<file path="src/rtl/exec_ctrl.sv">
// exec_ctrl: multi-cycle control sequencer for the 8-bit regfile/alu datapath.
// Takes one 16-bit instruction per valid/ready handshake. It walks
// IDLE -> DECODE -> EXEC -> WB and drives the regfile address, ALU select,
// write-data select and regwrite outputs. It owns the PC and resolves BEQ.
// Ports: clk, reset (sync, active-high), instr/instr_valid/instr_ready,
//        zero (ALU flag), ra1/ra2/wa, regwrite, alu_ctrl, wd_sel, imm,
//        pc, halted, illegal.
// Option: define EXEC_CTRL_R0_ZERO_EN to make r0 read-only. With it,
//         regwrite is suppressed when wa = 0.
module exec_ctrl #(
    parameter int PC_W = 8,
    parameter int IW   = 16
) (
    input  logic            clk,
    input  logic            reset,
    input  logic [IW-1:0]   instr,
    input  logic            instr_valid,
    output logic            instr_ready,
    input  logic            zero,
    output logic [2:0]      ra1,
    output logic [2:0]      ra2,
    output logic [2:0]      wa,
    output logic            regwrite,
    output logic [2:0]      alu_ctrl,
    output logic            wd_sel,
    output logic [7:0]      imm,
    output logic [PC_W-1:0] pc,
    output logic            halted,
    output logic            illegal
);

    typedef enum logic [2:0] {
        S_IDLE,
        S_DECODE,
        S_EXEC,
        S_WB,
        S_HALT
    } state_t;

    localparam logic [3:0] OP_NOP  = 4'h0;
    localparam logic [3:0] OP_ADD  = 4'h1;
    localparam logic [3:0] OP_SUB  = 4'h2;
    localparam logic [3:0] OP_AND  = 4'h3;
    localparam logic [3:0] OP_OR   = 4'h4;
    localparam logic [3:0] OP_SLT  = 4'h5;
    localparam logic [3:0] OP_LI   = 4'h6;
    localparam logic [3:0] OP_BEQ  = 4'h7;
    localparam logic [3:0] OP_HALT = 4'hF;

    state_t          state_q, state_d;
    logic [IW-1:0]   ir_q, ir_d;
    logic [PC_W-1:0] pc_q, pc_d;
    logic [2:0]      alu_q, alu_d;
    logic            wd_sel_q, wd_sel_d;
    logic            regwrite_q, regwrite_d;
    logic            illegal_q, illegal_d;

    logic [3:0]      op_q;
    logic [3:0]      op_in;
    logic [5:0]      br_off;
    logic [PC_W-1:0] br_sext;
    logic            wr_en;

    function automatic logic [2:0] alu_of(input logic [3:0] op);
        logic [2:0] r;
        r = 3'b000;
        unique case (op)
            OP_ADD:  r = 3'b010;
            OP_SUB:  r = 3'b110;
            OP_OR:   r = 3'b001;
            OP_SLT:  r = 3'b111;
            OP_BEQ:  r = 3'b110;
            default: r = 3'b000;
        endcase
        return r;
    endfunction

    function automatic logic is_write(input logic [3:0] op);
        return (op >= OP_ADD) && (op <= OP_LI);
    endfunction

    function automatic logic is_legal(input logic [3:0] op);
        return (op <= OP_BEQ) || (op == OP_HALT);
    endfunction

    assign op_q    = ir_q[15:12];
    assign op_in   = instr[15:12];
    assign br_off  = {ir_q[11:9], ir_q[2:0]};
    assign br_sext = {{(PC_W-6){br_off[5]}}, br_off};

`ifdef EXEC_CTRL_R0_ZERO_EN
    assign wr_en = (ir_q[11:9] != 3'd0);
`else
    assign wr_en = 1'b1;
`endif

    always_comb begin
        state_d    = state_q;
        ir_d       = ir_q;
        pc_d       = pc_q;
        alu_d      = alu_q;
        wd_sel_d   = 1'b0;
        regwrite_d = 1'b0;
        illegal_d  = 1'b0;
        unique case (state_q)
            S_IDLE: begin
                if (instr_valid) begin
                    ir_d      = instr;
                    pc_d      = pc_q + PC_W'(1);
                    // registered pulse lands in the DECODE cycle
                    illegal_d = !is_legal(op_in);
                    state_d   = S_DECODE;
                end
            end
            S_DECODE: begin
                if (op_q == OP_HALT) begin
                    state_d = S_HALT;
                end else begin
                    alu_d   = alu_of(op_q);
                    state_d = S_EXEC;
                end
            end
            S_EXEC: begin
                if ((op_q == OP_BEQ) && zero) begin
                    pc_d = pc_q + br_sext;
                end
                if (is_write(op_q)) begin
                    regwrite_d = wr_en;
                    wd_sel_d   = (op_q == OP_LI);
                    state_d    = S_WB;
                end else begin
                    state_d = S_IDLE;
                end
            end
            S_WB: begin
                state_d = S_IDLE;
            end
            S_HALT: begin
                state_d = S_HALT;
            end
            default: begin
                state_d = S_IDLE;
            end
        endcase
    end

    always_ff @(posedge clk) begin
        if (reset) begin
            state_q    <= S_IDLE;
            ir_q       <= '0;
            pc_q       <= '0;
            alu_q      <= 3'b000;
            wd_sel_q   <= 1'b0;
            regwrite_q <= 1'b0;
            illegal_q  <= 1'b0;
        end else begin
            state_q    <= state_d;
            ir_q       <= ir_d;
            pc_q       <= pc_d;
            alu_q      <= alu_d;
            wd_sel_q   <= wd_sel_d;
            regwrite_q <= regwrite_d;
            illegal_q  <= illegal_d;
        end
    end

    assign instr_ready = (state_q == S_IDLE);
    assign halted      = (state_q == S_HALT);
    assign ra1         = ir_q[8:6];
    assign ra2         = ir_q[5:3];
    assign wa          = ir_q[11:9];
    assign imm         = ir_q[7:0];
    assign pc          = pc_q;
    assign alu_ctrl    = alu_q;
    assign wd_sel      = wd_sel_q;
    assign regwrite    = regwrite_q;
    assign illegal     = illegal_q;

endmodule
</file>
<file path="config.mk">
export PLATFORM = sky130hd
export DESIGN_NAME = exec_ctrl
export DESIGN_NICKNAME = d
export VERILOG_FILES = /design/src/rtl/exec_ctrl.sv
export SDC_FILE = /design/constraint.sdc
export NUM_CORES = 1
export LEC_CHECK = 0
export ABC_AREA = 1
export CELL_PAD_IN_SITES_DETAIL_PLACEMENT = 1
export CELL_PAD_IN_SITES_GLOBAL_PLACEMENT = 1
export CORE_MARGIN = 2
export CORE_UTILIZATION = 36
export CTS_CLUSTER_SIZE = 28
export DETAILED_ROUTE_END_ITERATION = 8
export PLACE_DENSITY = 0.88
export REMOVE_ABC_BUFFERS = 1
export SYNTH_ARGS = -nofsm -noshare
export SYNTH_HDL_FRONTEND = slang
export SYNTH_SLANG_ARGS = --single-unit
export TNS_END_PERCENT = 1
</file>
<file path="constraint.sdc">
create_clock -name clk -period 4.77 [get_ports clk]
set_input_delay 0.954 -clock clk [delete_from_list [all_inputs] [get_ports clk]]
set_output_delay 0.954 -clock clk [all_outputs]
set_load 0.05 [all_outputs]
</file>
==> results of run 1 <==
==> kinds of logic (layout without fill, tap and decap cells) <==
group / count (synthesis) / after routing
AO/OA/AOI/OAI: 55 / 55
XOR/XNOR: 5 / 5
adder cells (fa/ha/maj): 7 / 7
AND/OR/NAND/NOR: 76 / 76
flip-flops: 33 / 33
buffers and inverters: 53 / 90
==> per-layer routing <==
layer | vias up | part of all wire | wire length, um
met2 | 32 | 0.54 | 2529
li1 | 797 | - | -
met3 | 9 | 0.035 | 165
met4 | 0 | 0.021 | 97
met5 | - | 0 | 0
met1 | 792 | 0.40 | 1871
==> state kept, by name (all words and copies together) (netlist names) <==
register,count
regwrite,1
alu_ctrl,3
state_q,3
wd_sel,1
ir_q,16
pc,8
illegal,1
==> through the flow <==
step | instance area [um2] | util
floorplan | 1583 | -
global placement | 2171 | 0.4627
detailed placement | 2171 | 0.4627
CTS | 2272 | 0.4843
global route | 2272 | 0.4843
finish | 2272 | 0.4843
==> critical path, cell delays in order (launching register included) <==
cell	delay, ps
dfxtp_1	380
inv_1	80
nor3_1	230
clkdlybuf4s50_1	860
==> power groups by stage <==
stage | Sequential [mW] | Combinational [mW] | Clock (mW)
final | 0.333 | 0.314 | 0.240
after global placement | 0.338 | 0.305 | 0
after CTS | 0.333 | 0.317 | 0.246
after global routing | 0.337 | 0.335 | 0.257
after detailed placement | 0.339 | 0.314 | 0
after floorplan | 0.437 | 0.105 | 0
==> final timing paths <==
| check | start | to | slack (ps) | depth (start not counted) |
|---|---|---|---|---|
| worst min-delay path | alu_ctrl[0] | alu_ctrl[0] | 470 | 2 |
| worst min register to register | alu_ctrl[0] | alu_ctrl[0] | 470 | 2 |
| worst max-delay path | state_q[2] | halted | 1970 | 3 |
| worst max register to register | state_q[0] | pc[6] | 2330 | 15 |
==> final cells by class <==
type | instances | area share
Clock inverter | 1 | 0.002203
Inverter | 30 | 0.05066
Timing Repair Buffer | 52 | 0.2291
Sequential cell | 33 | 0.2907
Multi-Input combinational cell | 143 | 0.3552
Clock buffer | 7 | 0.04240
Tap cell | 54 | 0.02974
==> placed cells by master (no fill, tap or decap), types with 2 or more instances in the layout <==
| master | netlist | layout |
|---|---|---|
| a31oi_1 | 3 | 3 |
| inv_1 | 27 | 27 |
| nor3_1 | 3 | 3 |
| nor2_1 | 25 | 25 |
| nor2_2 | 3 | 3 |
| clkbuf_8 | 0 | 7 |
| a21oi_2 | 2 | 2 |
| inv_2 | 2 | 2 |
| nand2_2 | 2 | 2 |
| nand2_1 | 30 | 30 |
| xnor2_1 | 2 | 2 |
| clkdlybuf4s50_1 | 0 | 52 |
| o21bai_1 | 2 | 2 |
| xor2_1 | 3 | 3 |
| o21ai_1 | 3 | 3 |
| ha_1 | 6 | 6 |
| o21ai_0 | 22 | 22 |
| dfxtp_1 | 33 | 33 |
| a21oi_1 | 20 | 20 |
| nand3_1 | 5 | 5 |
| nand3_2 | 2 | 2 |
==> impl_metrics.yaml, run 1 <==
synthesis:
  synth_most_common_cell: "dfxtp_1"
  yosys.area.top_type_share: 0.3782
  synth_largest_area_cell: "dfxtp_1"
  synth_xor_area_frac: 0.02507
  synth_edf_count: 0
  synth_top_family_by_area: "simple AND/OR/NAND/NOR gates"
  synthesis.area_um2: 1747
  synth_area_leaders: "dfxtp_1 38%, buf_4 7.7%, nand2_1 6.4%"
  avgSynthCellArea_um2: 7.627
  ys_ff_latch: 33
  synthMuxAreaShare: 0
  synthAdderAreaFrac: 0.05444
  synth-seq-area-share: 0.3782
  synth_flop_cell: "dfxtp_1"
  yosys_warnings: 0
  async_flop_share: 0
  synthDistinctLibCells: 34
  yosys.area_share.simple: 0.2099
  synthTopCellsByCount: "33 x dfxtp_1, 30 x nand2_1, 27 x inv_1"
  syn_inst: 229
  synth_compound_area_frac: 0.1726
pwr:
  internal-power_mw: 0.5408
  power.combinational.fraction: 0.354
  ir_drop_uv: 207.9
  p_switching_mw: 0.3463
  total_power_mw: 0.8871
  p_per_area_nw_per_um2: 390.4
  p_leak_nw: 0.9687
  sw_frac_of_total: 0.3904
  pwr-share-clk: 0.270
  seqPwrFrac: 0.375
floorplan:
  die_h_um: 73.66
  die_area_um2: 5425
  io_pins: 53
  rows: 25
  start_util: 0.3723
  die_x_um: 73.66
  coreArea_um2: 4692
clocking:
  clock_sink_count: 33
  cts_root_buf: "clkbuf_8"
  clock_latency_ps: 290
  clk_path_buf_depth: 2
  cts_made_buffers: 5
  path_clk_slew_ps: 70
  ctsHoldBuffers: 0
  htreeDepth: 2
  cts_resized: 0
  cts_setup_buffers: 0
  cts_tree: "yes"
timing:
  max_slew_margin: 0.5475
  slew_violations: 0
  hold_slack_ps: 469.6
  final-hold-violation-count: 0
  worst_slack_ps: 1975
  fin_crit_sh: 0.5860
  timing.fmax_mhz: 357.8
  rsz0062_at_grt: "no"
  setup_violations: 0
  layout_min_cycle_time_ps: 2795
  fin_skew_ps: 6.271
  worst_slew_pin_slew_ps: 678.1
  setup_tns_ps: 0
global_route:
  met3_usage: 0.04664
  grt.met1_usage: 0.1963
  grt-busiest-layer: "met2"
  first_global_vias: 1703
  overflow: 0
  grt.total_usage: 0.1853
  met2_usage: 0.3472
  grt_max_degree: 26
  antenna_found_initial: 0
  grt_pass1_wl_mm: 7.617
outcome:
  status: "finished, final reports clean"
cells_and_area:
  areaGrowthSynthToFinish_pct: 30.09
  multiInputGateArea_um2: 807.0
  final_cells: 320
  fillers: 590
  final-seq-area_um2: 660.6
  fin_nets: 292
  drive_above_1_share: 0.09398
  antenna_cells: 0
place:
  gp_congestion: 0.8235
  dp_hpwl_mm: 3.445
  portBuffers: 52
  place_inst: 312
  place_ws_ps: 2026
route:
  via_per_inst: 5.094
  wl_per_cell_um: 14.57
  first_pass_iters: 4
  post-route-drc-count: 0
  wl_mm: 4.663
  postRouteAntennaNets: 0
  drtIter0Drc: 43
  vias: 1630
min_path:
  hp-class: "reg2reg"
critical_path:
  path_class: "reg2out"
  worstPathArrival_ps: 1840
  cp_max_fo: 3
  crit_required_ps: 3820
  startpoint_type: "register"
  end_kind: "output pin"
flow_run:
  drv_cap: 0
No activity file was read; power rests on OpenSTA's default activity.
==> inputs of run 2 (changes only) <==
- CORE_UTILIZATION: 36 -> 33
- PLACE_DENSITY: 0.88 -> 0.82
- clock period: 4.77 -> 2.7 ns (I/O delays scaled with it)
==> run 2 against run 1 <==
  * Final cell count up 5.6%
  * Critical path type unchanged
  * Largest cell class unchanged
  * Core utilization down 3.5 points
  * Design area up 0.88%
  * Clock-buffer cell count down 2
  * Register-to-register slack worse by 1900 ps
  * Flip-flop and latch count unchanged
  * Via count down 3.1%
  * Clock skew down 1.8 ps
  * Global-route usage down 2.6 points
  * Wire length down 2.8%
==> impl_metrics.yaml, run 2 (synthesis results as in run 1) <==
timing:
  slew_violations: 0
  rsz0062_at_grt: "no"
  final-hold-violation-count: 0
  setup_violations: 0
  timing.fmax_mhz: 416.8
  worst_slew_pin_slew_ps: 675.3
  fin_skew_ps: 4.515
  fin_crit_sh: 0.8885
  max_slew_margin: 0.5493
  setup_tns_ps: 0
  layout_min_cycle_time_ps: 2399
cells_and_area:
  drive_above_1_share: 0.1007
  antenna_cells: 0
  largest_reg_flops: 16
  fillers: 649
  final-seq-area_um2: 660.6
  areaGrowthSynthToFinish_pct: 31.23
  top_register: "ir_q"
  fin_nets: 294
  final_common_cell: "clkdlybuf4s50_1"
  multiInputGateArea_um2: 807.0
  final_cell_mix: "52 x clkdlybuf4s50_1, 33 x dfxtp_1, 30 x nand2_1"
clocking:
  cts_tree: "yes"
  path_clk_slew_ps: 70
  clk_path_buf_depth: 2
  cts_root_buf: "clkbuf_8"
  clock_latency_ps: 280
  ctsHoldBuffers: 0
  cts_made_buffers: 5
  htreeDepth: 2
  cts_setup_buffers: 0
  cts_resized: 0
  clock_sink_count: 33
outcome:
  status: "finished, final reports clean"
min_path:
  hold_path_depth: 2
  hold_path_end: "alu_ctrl[0]"
  hp-class: "reg2reg"
  min_from: "alu_ctrl[0]"
route:
  drtIter0Drc: 42
  wl_per_cell_um: 13.41
  postRouteAntennaNets: 0
  wl_mm: 4.531
  via_per_inst: 4.675
  post-route-drc-count: 0
  first_pass_iters: 4
  vias: 1580
pwr:
  sw_frac_of_total: 0.4012
  p_per_area_nw_per_um2: 659.0
  ir_drop_uv: 312.2
  p_switching_mw: 0.6060
  p_leak_nw: 0.9680
  total_power_mw: 1.511
  seqPwrFrac: 0.389
  internal-power_mw: 0.9046
  pwr-share-clk: 0.242
  power.combinational.fraction: 0.370
critical_path:
  cp_max_fo: 3
  rr_worst_depth: 15
  reg2reg_to: "pc[6]"
  startpoint_type: "register"
  critPathSlowestCell: "clkdlybuf4s50_1"
  r2r-start: "state_q[0]"
  worstPathArrival_ps: 1860
  ff2ff_setup_slack_ps: 400
  end_kind: "output pin"
  cp_slowest_stage_delay_ps: 870
  path_class: "reg2out"
  crit_required_ps: 2160
  path_cells: "inv_1 > nor3_1 > clkdlybuf4s50_1"
floorplan:
  die_x_um: 76.75
  rows: 26
  die_h_um: 76.75
  coreArea_um2: 5107
  start_util: 0.3420
  io_pins: 53
  die_area_um2: 5891
place:
  portBuffers: 52
  gp_congestion: 0.8528
  dp_hpwl_mm: 3.394
global_route:
  met2_usage: 0.3061
  grt_pass1_wl_mm: 7.590
  grt_max_degree: 26
  grt-busiest-layer: "met2"
  antenna_found_initial: 0
  grt.total_usage: 0.1591
  met3_usage: 0.03882
  first_global_vias: 1660
  overflow: 0
  grt.met1_usage: 0.1725
flow_run:
  drv_cap: 0
-- run 2: changes by cell type in the layout (fill, tap and decap cells not counted), sizes merged --
cell      delta
buf          +2
clkbuf       -2
clkinv       +1
clkinvlp     +1
-- run 2: cell type report --
cell class,instances,area share
Multi-Input combinational cell,143,0.3521
Sequential cell,33,0.2882
Inverter,30,0.05022
Clock inverter,3,0.007642
Clock buffer,5,0.03002
Tap cell,70,0.03821
Timing Repair Buffer,54,0.2336
-- run 2: power groups by stage --
stage | combinational, mW | clock [mW] | sequential (mW)
after floorplan | 0.185 | 0 | 0.772
after global placement | 0.549 | 0 | 0.594
after detailed placement | 0.559 | 0 | 0.598
after CTS | 0.563 | 0.377 | 0.588
after global routing | 0.595 | 0.401 | 0.595
final | 0.558 | 0.365 | 0.587
-- run 2: per-stage QoR --
step / instance area, um2 / utilization / instances / hold slack [ps] / worst slack [ps]
floorplan: 1583 / - / 206 / 448.3 / 495.3
global placement: 2206 / 0.4319 / 330 / 464.6 / 520.9
detailed placement: 2206 / 0.4319 / 330 / 472.0 / 405.9
CTS: 2292 / 0.4488 / 338 / 483.6 / 288.1
global route: 2292 / 0.4488 / 338 / 510.1 / 150.0
finish: 2292 / 0.4488 / 338 / 481.2 / 301.0
-- run 2: layer usage --
metal	routed length, um	up-vias
met1	1893	747
met5	0	-
met4	27	0
met3	211	4
met2	2399	28
li1	-	801
-- run 2: worst max-delay path: cells and delay by family, from the launching register on --
family	cells	cell delay [ps]
buf+inv	2	950
simple gates	1	260
flops	1	360
-- run 2: worst max-delay path by stage --
stage | start | to | slack (ps) | cells after the start
global placement | state_q[0] | pc[6] | 520 | 15
floorplan | ir_q[0] | pc[6] | 500 | 13
global route | state_q[0] | pc[6] | 150 | 15
CTS | state_q[2] | halted | 290 | 3
finish | state_q[2] | halted | 300 | 3
detailed placement | state_q[0] | pc[6] | 410 | 15
